## src/rtl/opcode_pkg.sv

```systemverilog
// Opcode encoding shared by the instruction decoder and its users, plus the
// MOV sequencing state and the bubble encoding.
package opcode_pkg;

  typedef enum logic [3:0] {
    OPCODE_ADD  = 4'h0,
    OPCODE_ADDI = 4'h1,
    OPCODE_SUB  = 4'h2,
    OPCODE_SUBI = 4'h3,
    OPCODE_AND  = 4'h4,
    OPCODE_OR   = 4'h5,
    OPCODE_XOR  = 4'h6,
    OPCODE_NOT  = 4'h7,
    OPCODE_LSL  = 4'h8,
    OPCODE_LSR  = 4'h9,
    OPCODE_LDUR = 4'hA,
    OPCODE_STUR = 4'hB,
    OPCODE_CMP  = 4'hC,
    OPCODE_BR   = 4'hD,
    OPCODE_MOV1 = 4'hE,
    OPCODE_MOV2 = 4'hF
  } opcode_t;

  typedef enum logic {
    MOV_IDLE = 1'b0,
    MOV_PEND = 1'b1
  } mov_state_t;

  localparam logic [7:0] BUBBLE_INSTR = 8'h00;

endpackage

```

## src/rtl/regfile_scoreboard.sv

```systemverilog
// Per-register write-in-flight scoreboard: busy mask, writeback delay pipe
// and the hazard compare against the instruction being considered for issue.
module regfile_scoreboard #(
  parameter int NUM_REGS   = 8,
  parameter int WB_LATENCY = 2,
  parameter int SEL_W      = $clog2(NUM_REGS)
) (
  input  logic                clk,
  input  logic                rst_n,
  input  logic                rd1_live,
  input  logic [SEL_W-1:0]    rd1_sel,
  input  logic                rd2_live,
  input  logic [SEL_W-1:0]    rd2_sel,
  input  logic                wr_live,
  input  logic [SEL_W-1:0]    wr_sel,
  input  logic                push,
  output logic                hazard,
  output logic [NUM_REGS-1:0] busy_mask,
  output logic                wb_write_enable,
  output logic [SEL_W-1:0]    wb_write_select
);

  localparam logic [NUM_REGS-1:0] ONE_HOT = NUM_REGS'(1);

  logic [WB_LATENCY-1:0] pipe_vld;
  logic [SEL_W-1:0]      pipe_sel [WB_LATENCY];
  logic [NUM_REGS-1:0]   set_vec;
  logic [NUM_REGS-1:0]   clr_vec;

  // NOTE: always_comb assigns every output a default first so no path can
  // leave it unassigned and infer a latch.
  always_comb begin
    hazard = 1'b0;
    if (rd1_live && busy_mask[rd1_sel]) hazard = 1'b1;
    if (rd2_live && busy_mask[rd2_sel]) hazard = 1'b1;
    if (wr_live  && busy_mask[wr_sel])  hazard = 1'b1;
  end

  always_comb begin
    set_vec = push            ? (ONE_HOT << wr_sel)          : '0;
    clr_vec = wb_write_enable ? (ONE_HOT << wb_write_select) : '0;
  end

  // NOTE: the delay pipe is a small register array that is reset on purpose:
  // a reset must drop every in-flight writeback, not just the busy bits.
  always_ff @(posedge clk or negedge rst_n) begin
    if (!rst_n) begin
      pipe_vld <= '0;
      for (int i = 0; i < WB_LATENCY; i++) pipe_sel[i] <= '0;
    end else begin
      pipe_vld[0] <= push;
      pipe_sel[0] <= wr_sel;
      for (int i = 1; i < WB_LATENCY; i++) begin
        pipe_vld[i] <= pipe_vld[i-1];
        pipe_sel[i] <= pipe_sel[i-1];
      end
    end
  end

  always_ff @(posedge clk or negedge rst_n) begin
    if (!rst_n) busy_mask <= '0;
    else        busy_mask <= (busy_mask & ~clr_vec) | set_vec;
  end

  assign wb_write_enable = pipe_vld[WB_LATENCY-1];
  assign wb_write_select = pipe_sel[WB_LATENCY-1];

  // The write-after-write stall guarantees a register is never set and
  // cleared in the same cycle.
  assert property (@(posedge clk) disable iff (!rst_n)
    !(push && wb_write_enable && (wr_sel == wb_write_select)));

endmodule

```

## src/rtl/register_file_access_controller.sv

```systemverilog
// Instruction decode to register selects, MOV pair sequencing, hazard stall
// and latency-matched register-file write strobes. NUM_REGS >= 8, WB_LATENCY >= 1.
module register_file_access_controller
  import opcode_pkg::*;
#(
  parameter int NUM_REGS   = 8,
  parameter int WB_LATENCY = 2,
  parameter int SEL_W      = $clog2(NUM_REGS)
) (
  input  logic                clk,
  input  logic                rst_n,
  input  logic [7:0]          instruction,
  input  logic                instr_valid,
  output logic                instr_ready,
  input  logic                enabled,
  output logic [SEL_W-1:0]    read_select_1,
  output logic [SEL_W-1:0]    read_select_2,
  output logic                wb_write_enable,
  output logic [SEL_W-1:0]    wb_write_select,
  output logic [NUM_REGS-1:0] busy_mask,
  output logic                mov_pending,
  output logic                mov_seq_err
);

  opcode_t    op;
  logic [3:0] d;
  logic       is_bubble;
  mov_state_t mov_state, mov_state_next;
  logic [2:0] mov_src;

  logic             rd1_live, rd2_live, wr_live;
  logic [SEL_W-1:0] rd1_sel, rd2_sel, wr_sel;
  logic             seq_err_set;
  logic             hazard, issue, push;

  assign op        = opcode_t'(instruction[7:4]);
  assign d         = instruction[3:0];
  assign is_bubble = (instruction == BUBBLE_INSTR);

  always_comb begin
    rd1_live    = 1'b0;
    rd2_live    = 1'b0;
    wr_live     = 1'b0;
    rd1_sel     = '0;
    rd2_sel     = '0;
    wr_sel      = '0;
    seq_err_set = 1'b0;
    if (!is_bubble) begin
      case (op)
        OPCODE_ADD, OPCODE_ADDI, OPCODE_SUB, OPCODE_SUBI, OPCODE_AND,
        OPCODE_OR, OPCODE_XOR, OPCODE_NOT, OPCODE_LSL, OPCODE_LSR: begin
          rd1_live = 1'b1;
          rd2_live = 1'b1;
          wr_live  = 1'b1;
          rd1_sel  = SEL_W'({2'b00, d[2]});
          rd2_sel  = SEL_W'({1'b0, d[1:0]});
          wr_sel   = SEL_W'({2'b01, d[3]});
        end
        OPCODE_LDUR: begin
          rd1_live = 1'b1;
          wr_live  = 1'b1;
          rd1_sel  = SEL_W'({1'b0, d[1:0]});
          wr_sel   = SEL_W'({1'b0, d[3:2]});
        end
        OPCODE_STUR: begin
          rd1_live = 1'b1;
          rd2_live = 1'b1;
          rd1_sel  = SEL_W'({1'b0, d[1:0]});
          rd2_sel  = SEL_W'({1'b0, d[3:2]});
        end
        OPCODE_CMP: begin
          rd1_live = 1'b1;
          rd2_live = 1'b1;
          rd1_sel  = SEL_W'({1'b0, d[3:2]});
          rd2_sel  = SEL_W'({1'b0, d[1:0]});
        end
        OPCODE_BR: begin
          rd1_live = 1'b1;
          rd1_sel  = SEL_W'({1'b1, d[1:0]});
        end
        OPCODE_MOV2: begin
          // Without a latched source the MOV2 is an orphan: flagged, no write.
          if (mov_state == MOV_PEND) begin
            rd1_live = 1'b1;
            wr_live  = 1'b1;
            rd1_sel  = SEL_W'(mov_src);
            wr_sel   = SEL_W'(d[2:0]);
          end else begin
            seq_err_set = 1'b1;
          end
        end
        default: ;
      endcase
    end
  end

  assign read_select_1 = rd1_sel;
  assign read_select_2 = rd2_sel;

  assign instr_ready = is_bubble || !enabled || !hazard;
  assign issue       = instr_valid && instr_ready && enabled && !is_bubble;
  assign push        = issue && wr_live;

  always_comb begin
    mov_state_next = mov_state;
    if (issue) begin
      case (op)
        OPCODE_MOV1: mov_state_next = MOV_PEND;
        OPCODE_MOV2: mov_state_next = MOV_IDLE;
        default:     ;
      endcase
    end
  end

  // NOTE: sequential state uses non-blocking assignments so every register
  // samples pre-edge values regardless of statement order.
  always_ff @(posedge clk or negedge rst_n) begin
    if (!rst_n) begin
      mov_state   <= MOV_IDLE;
      mov_src     <= '0;
      mov_seq_err <= 1'b0;
    end else begin
      mov_state <= mov_state_next;
      if (issue && op == OPCODE_MOV1) mov_src <= d[2:0];
      if (issue && seq_err_set)       mov_seq_err <= 1'b1;
    end
  end

  assign mov_pending = (mov_state == MOV_PEND);

  regfile_scoreboard #(
    .NUM_REGS   (NUM_REGS),
    .WB_LATENCY (WB_LATENCY),
    .SEL_W      (SEL_W)
  ) u_scoreboard (
    .clk             (clk),
    .rst_n           (rst_n),
    .rd1_live        (rd1_live),
    .rd1_sel         (rd1_sel),
    .rd2_live        (rd2_live),
    .rd2_sel         (rd2_sel),
    .wr_live         (wr_live),
    .wr_sel          (wr_sel),
    .push            (push),
    .hazard          (hazard),
    .busy_mask       (busy_mask),
    .wb_write_enable (wb_write_enable),
    .wb_write_select (wb_write_select)
  );

endmodule

```

## config.mk

```make
export PLATFORM = sky130hd
export DESIGN_NAME = register_file_access_controller
export DESIGN_NICKNAME = d
export VERILOG_FILES = /design/src/rtl/opcode_pkg.sv /design/src/rtl/regfile_scoreboard.sv /design/src/rtl/register_file_access_controller.sv
export SDC_FILE = /design/constraint.sdc
export NUM_CORES = 1
export LEC_CHECK = 0
export BUFFER_PORTS_ARGS = -buffer_cell sky130_fd_sc_hd__buf_2
export CAP_MARGIN = 15
export CORE_ASPECT_RATIO = 0.9
export CORE_MARGIN = 5
export CORE_UTILIZATION = 56
export DETAILED_ROUTE_END_ITERATION = 8
export MAX_ROUTING_LAYER = met4
export PLACE_DENSITY_LB_ADDON = 0.3
export SETUP_SLACK_MARGIN = 0.02
export SLEW_MARGIN = 20
export SYNTH_ARGS = -nofsm -noshare
export SYNTH_HDL_FRONTEND = slang
export SYNTH_HIERARCHICAL = 1
export SYNTH_SLANG_ARGS = --single-unit
```

## constraint.sdc

```tcl
create_clock -name clk -period 6.3 [get_ports clk]
set_input_delay 0.945 -clock clk [delete_from_list [all_inputs] [get_ports clk]]
set_output_delay 0.945 -clock clk [all_outputs]
set_load 0.005 [all_outputs]
```

* After elaboration in Yosys (flattened, before gate mapping)
Index checks and enable logic that the tools add are counted.
** Word-level totals
- Register bits after elaboration :: 21
- Bits of input ports :: 12
- Logic and storage cells :: 84
** Cells by class
- $lt $le $gt $ge :: 3
- Eq/ne operators :: 15
- Shift-type cells :: 2
- Mux-type cells :: 30
- Bitwise logic cells :: 3
- Reduce and logical (&&, ||, !) cells :: 24
** Operators by type and width (number)
- 4-bit equality test, second input constant :: 8
- 11-bit OR reduction :: 2
- 4-bit by 3-bit equality test with 1-bit output, second input constant :: 4
- 8-bit 2-to-1 mux :: 2
- 1-bit by 3-bit left shift with 8-bit output, first input constant :: 2
- 3-bit case mux with 5 select lines :: 1
- 1-bit 2-to-1 mux :: 14
- 14-bit OR reduction :: 1
- 3-bit 2-to-1 mux :: 4
- 12-bit OR reduction :: 1
- 10-bit OR reduction :: 1
- 1-bit binary-select mux with 3-bit select :: 3
- 1-bit logical AND :: 9
- 3-bit case mux with 3 select lines :: 1
- 8-bit bitwise AND :: 1
- 4-bit by 2-bit equality test with 1-bit output, second input constant :: 2
- 8-bit zero test :: 1
- 3-bit by 4-bit less-than comparator with 1-bit output, second input constant :: 2
- 8-bit inverter :: 1
- 8-bit bitwise OR :: 1
- 1-bit case mux with 2 select lines :: 3
- 4-bit by 1-bit equality test with 1-bit output, second input constant :: 1
- 4-bit zero test :: 1
- 2-bit by 4-bit less-than comparator with 1-bit output, second input constant :: 1
- other kinds (7) :: 10

* Depth between registers and ports, before layout
- Word-level depth :: 18
- Gate-level depth with buffers :: 12
- Gate-level depth less buffers :: 11

* Modules after synthesis
The synthesis kept the hierarchy.
** Modules (own cells, without submodules)
- regfile_scoreboard :: instances 1, cells an instance 59, area an instance 768.2 sq um, seq. area each 400.4 sq um
- register_file_access_controller :: instances 1, cells an instance 66, area an instance 535.5 sq um, seq. area each 125.1 sq um

* Worst setup path after synthesis
OpenSTA, ideal clock, no wires.
- Path kind :: input -> output
- From :: input instruction[6]
- To :: output instr_ready
- Arrival time :: 2.850 ns
- Data required time :: 5.355 ns
- Slack :: 2.505 ns
- Stages :: 7
- Buffers on the path :: 0
- Path through :: or4_4 -> o22a_1 -> mux4_1 -> mux2_2 -> a22oi_1 -> o21ai_1 -> o211ai_1
** RTL lines
- start: declaration :: RTL line register_file_access_controller.sv:12 : input logic [7:0] instruction,
- 4-bit by 1-bit equality test with 1-bit output (tied with other cells) :: RTL line register_file_access_controller.sv:49 : case (op)
- 10-bit OR reduction :: RTL line register_file_access_controller.sv:49
- 3-bit case mux with 3 select lines :: RTL line register_file_access_controller.sv:49
- 3-bit 2-to-1 mux * :: RTL line register_file_access_controller.sv:48 : if (!is_bubble) begin
- net wr_sel[1] :: RTL line register_file_access_controller.sv:32 : logic [SEL_W-1:0] rd1_sel, rd2_sel, wr_sel;
- 1-bit binary-select mux with 3-bit select * :: RTL line regfile_scoreboard.sv:36 : if (wr_live && busy_mask[wr_sel]) hazard = 1'b1;
- 1-bit 2-to-1 mux (not written as such) * :: RTL line regfile_scoreboard.sv:36
- 1-bit logical AND * :: RTL line regfile_scoreboard.sv:36
- 1-bit 2-to-1 mux * :: RTL line regfile_scoreboard.sv:36
- net hazard :: RTL line register_file_access_controller.sv:34 : logic hazard, issue, push;
- 1-bit zero test * :: RTL line register_file_access_controller.sv:100 : assign instr_ready = is_bubble || !enabled || !hazard;
- 1-bit logical OR * :: RTL line register_file_access_controller.sv:100
- end: declaration :: RTL line register_file_access_controller.sv:14 : output logic instr_ready,
The timed path passes the listed nets; every way through them passes the cells marked *. The select of a mux whose other input is x is not followed.

* Worst setup path after layout
- From :: input instruction[5]
- To :: output instr_ready
The elaborated chain is that of the path after synthesis.

==> reports/qor.csv <==
metric,value,unit
status,finished clean,
multi_input_area,724.4,µm²
htree_levels,1,
numPortBuffers,31,
setup-tns-final,0,ns
crit_buf_inv,2,
hp-class,reg -> reg,
timing.rr.start,mov_pending,
synth_edf_count,0,
r2r_slack,2.57,ns
syn_area,0.001304,mm²
path_clk_slew,0.11,ns
skew,0.007638,ns
power_density,169.1,mW/mm²
cp_data_arrival_time,3.35,ns
grt_pass1_vias,1050,
drive_gt1_share,32.47,%
final-hold-violation-count,0,
ios,33,
start_kind,input pin,
fin_total_pwr,0.2496,mW
clock-sinks,21,
syn_inst,125,
syn_avg_cell_area,10.43,µm²
max_stage_delay,0.61,ns
die_area,0.003394,mm²
worstRegToRegCells,11,
worst_pin_slew,0.4919,ns
rsz0062_at_grt,false,
antenna_found_initial,0,
n_antenna_cell,0,
syn2layout_area_growth,13.24,%
wl_per_cell,18.22,µm
crit_type,in -> out,
nFillCells,192,
drtAntennaViolNets,0,
cpMostUsedCell,buf_2,
gp_congestion,0.9117,
die_w,60.86,µm
post-route-period-util,68.12,%
grt_usage,20.73,%
final_nets,167,
crit_family,compound AO/OA/AOI/OAI gates,
slew_headroom,66.98,%
ctsHoldBuffers,0,
grt_first_pass_wirelength,5244,µm
path_depth,10,
seq_area_frac_synth,40.31,%
crit_slowest_cell,mux4_1,
synth_area_leaders,"dfrtp_1, mux2_2, o21ai_0, mux4_2, nand2b_1",
synthArstFlopShare,100.0,%
worstSkewPairLatency,0.30,ns
yosysWarnings,6,
cap_violations,0,
cts_tree,built,
ys.flop_type,dfrtp_1,
start_util,59.20,%
synth-seq-cells,21,
clock_path_buffers,2,
yosysUniqueCellTypes,39,
grt_start_max_net_pins,22,
regArea,525.5,µm²
initialDrtViolationCount,81,
cts_resized,0,
synth_top_area_cell,dfrtp_1,
die_h,55.78,µm
rows,16,
wl,3298,µm
drv_slew,0,
crit_chain,buf_2 -> nand4_1 -> o21ai_0 -> o22a_1 -> mux4_1 -> mux2_2 -> a22oi_1 -> o21ai_1 -> o211ai_1 -> buf_2,
cts-buffers-inserted,3,
min_period,4.291,ns
post_cts_buffers,0,
avgViaCountPerCell,6.282,
num_vias,1137,
clock.fmax,233.0,MHz
worstPathRequired,5.35,ns
cts-root-buf,clkbuf_4,
crit_fanout,15,
endpoint_kind,output pin,
ir_drop,0.0001911,V
drc,0,
core,0.002202,mm²
endpoint,instr_ready,
yosys.area.top_type_share,40.31,%
leakage,0.5872,nW
crit_start,instruction[5],
overflow,0,
worstReg2RegEnd,u_scoreboard/busy_mask[4],
drt_pass1_iterations,4,
dp_hpwl,2572,µm
finalSetupViolCount,0,
-- worst reg2reg max path: cells and delay by family (launching register included) --
family / cells / cell delay [ns]
and+or+nand+nor: 3 / 0.64
AOI/OAI and AO/OA: 6 / 1.63
muxes: 2 / 0.89
DFF: 1 / 0.49
-- cells in the mapped netlist, drive strengths merged (3+ instances only) --
cell,number
mux4,5
mux2,7
o21ai,15
nand3b,3
nor2,3
buf,8
dfrtp,21
nand3,4
a22o,3
o31ai,5
a21oi,5
inv,3
nand2b,9
nand2,9
-- per-layer routing --
metal	track usage, %	part of all wire (%)
met2	29.16	49
met3	4.640	8.8
met4	6.811	1.3
met1	29.41	40
met5	-	0
-- placed cells by master (no fill, tap or decap), types with 3 or more instances in the layout --
cell type   n
buf_2      31
dfrtp_1    21
o21ai_0    14
nand2b_1    9
nand2_1     9
mux2_2      7
a21oi_1     5
o31ai_1     5
nand3_1     4
inv_1       3
a22o_1      3
nand3b_1    3
conb_1      3
clkbuf_4    3
mux4_2      3
-- state kept, by name (all words and copies together), names as in the netlist --
signal / flops
mov_seq_err: 1
u_scoreboard/busy_mask: 8
mov_src: 3
u_scoreboard/pipe_sel: 3
u_scoreboard/wb_write_select: 3
mov_pending: 1
u_scoreboard/pipe_vld: 2
-- cell type report --
type	instances	area share [%]
clock buffer	4	1.780
inverter	3	0.7627
multi-input combinational	95	49.07
sequential	21	35.59
tap	27	2.288
timing repair buffer	31	10.51
-- report_power, final --
group / leakage (nW) / total, mW / switching, mW / internal [mW]
clock network: 0.0150 / 0.0611 / 0.0364 / 0.0247
registers: 0.238 / 0.143 / 0.00440 / 0.139
logic: 0.334 / 0.0454 / 0.0255 / 0.0199
total: 0.587 / 0.250 / 0.0663 / 0.183
-- per-stage QoR --
stage | setup slack, ns | hold slack, ns | utilization [%] | cells | instance area, µm²
2_1_floorplan | 2.505 | 0.3312 | - | 127 | 1311
3_3_place_gp | 2.079 | 0.3339 | 65.85 | 177 | 1450
3_5_place_dp | 1.912 | 0.3347 | 65.85 | 177 | 1450
4_1_cts | 2.025 | 0.3601 | 67.05 | 181 | 1476
5_1_grt | 1.882 | 0.3773 | 67.05 | 181 | 1476
6_report | 2.009 | 0.3585 | 67.05 | 181 | 1476
-- how the worst min path moves through the flow --
| stage | start | to | slack [ns] | cells past startpoint |
|---|---|---|---|---|
| 5_1_grt | u_scoreboard/pipe_vld[0] | u_scoreboard/pipe_vld[1] | 0.38 | 0 |
| 4_1_cts | u_scoreboard/pipe_vld[0] | u_scoreboard/pipe_vld[1] | 0.36 | 0 |
| 3_5_place_dp | u_scoreboard/pipe_vld[0] | u_scoreboard/pipe_vld[1] | 0.33 | 0 |
| 2_1_floorplan | u_scoreboard/pipe_vld[0] | u_scoreboard/pipe_vld[1] | 0.33 | 0 |
| 3_3_place_gp | u_scoreboard/pipe_vld[0] | u_scoreboard/pipe_vld[1] | 0.33 | 0 |
| 6_report | u_scoreboard/pipe_vld[0] | u_scoreboard/pipe_vld[1] | 0.36 | 0 |
-- kinds of logic after synthesis --
kind of cell,Yosys count,synth area share (%)
and+or+nand+nor,39,18.43
AOI/OAI and AO/OA,39,19.48
buffers and inverters,11,4.703
DFF,21,40.31
other,1,0.2876
muxes,14,16.79
No activity file was read; power rests on OpenSTA's default activity.
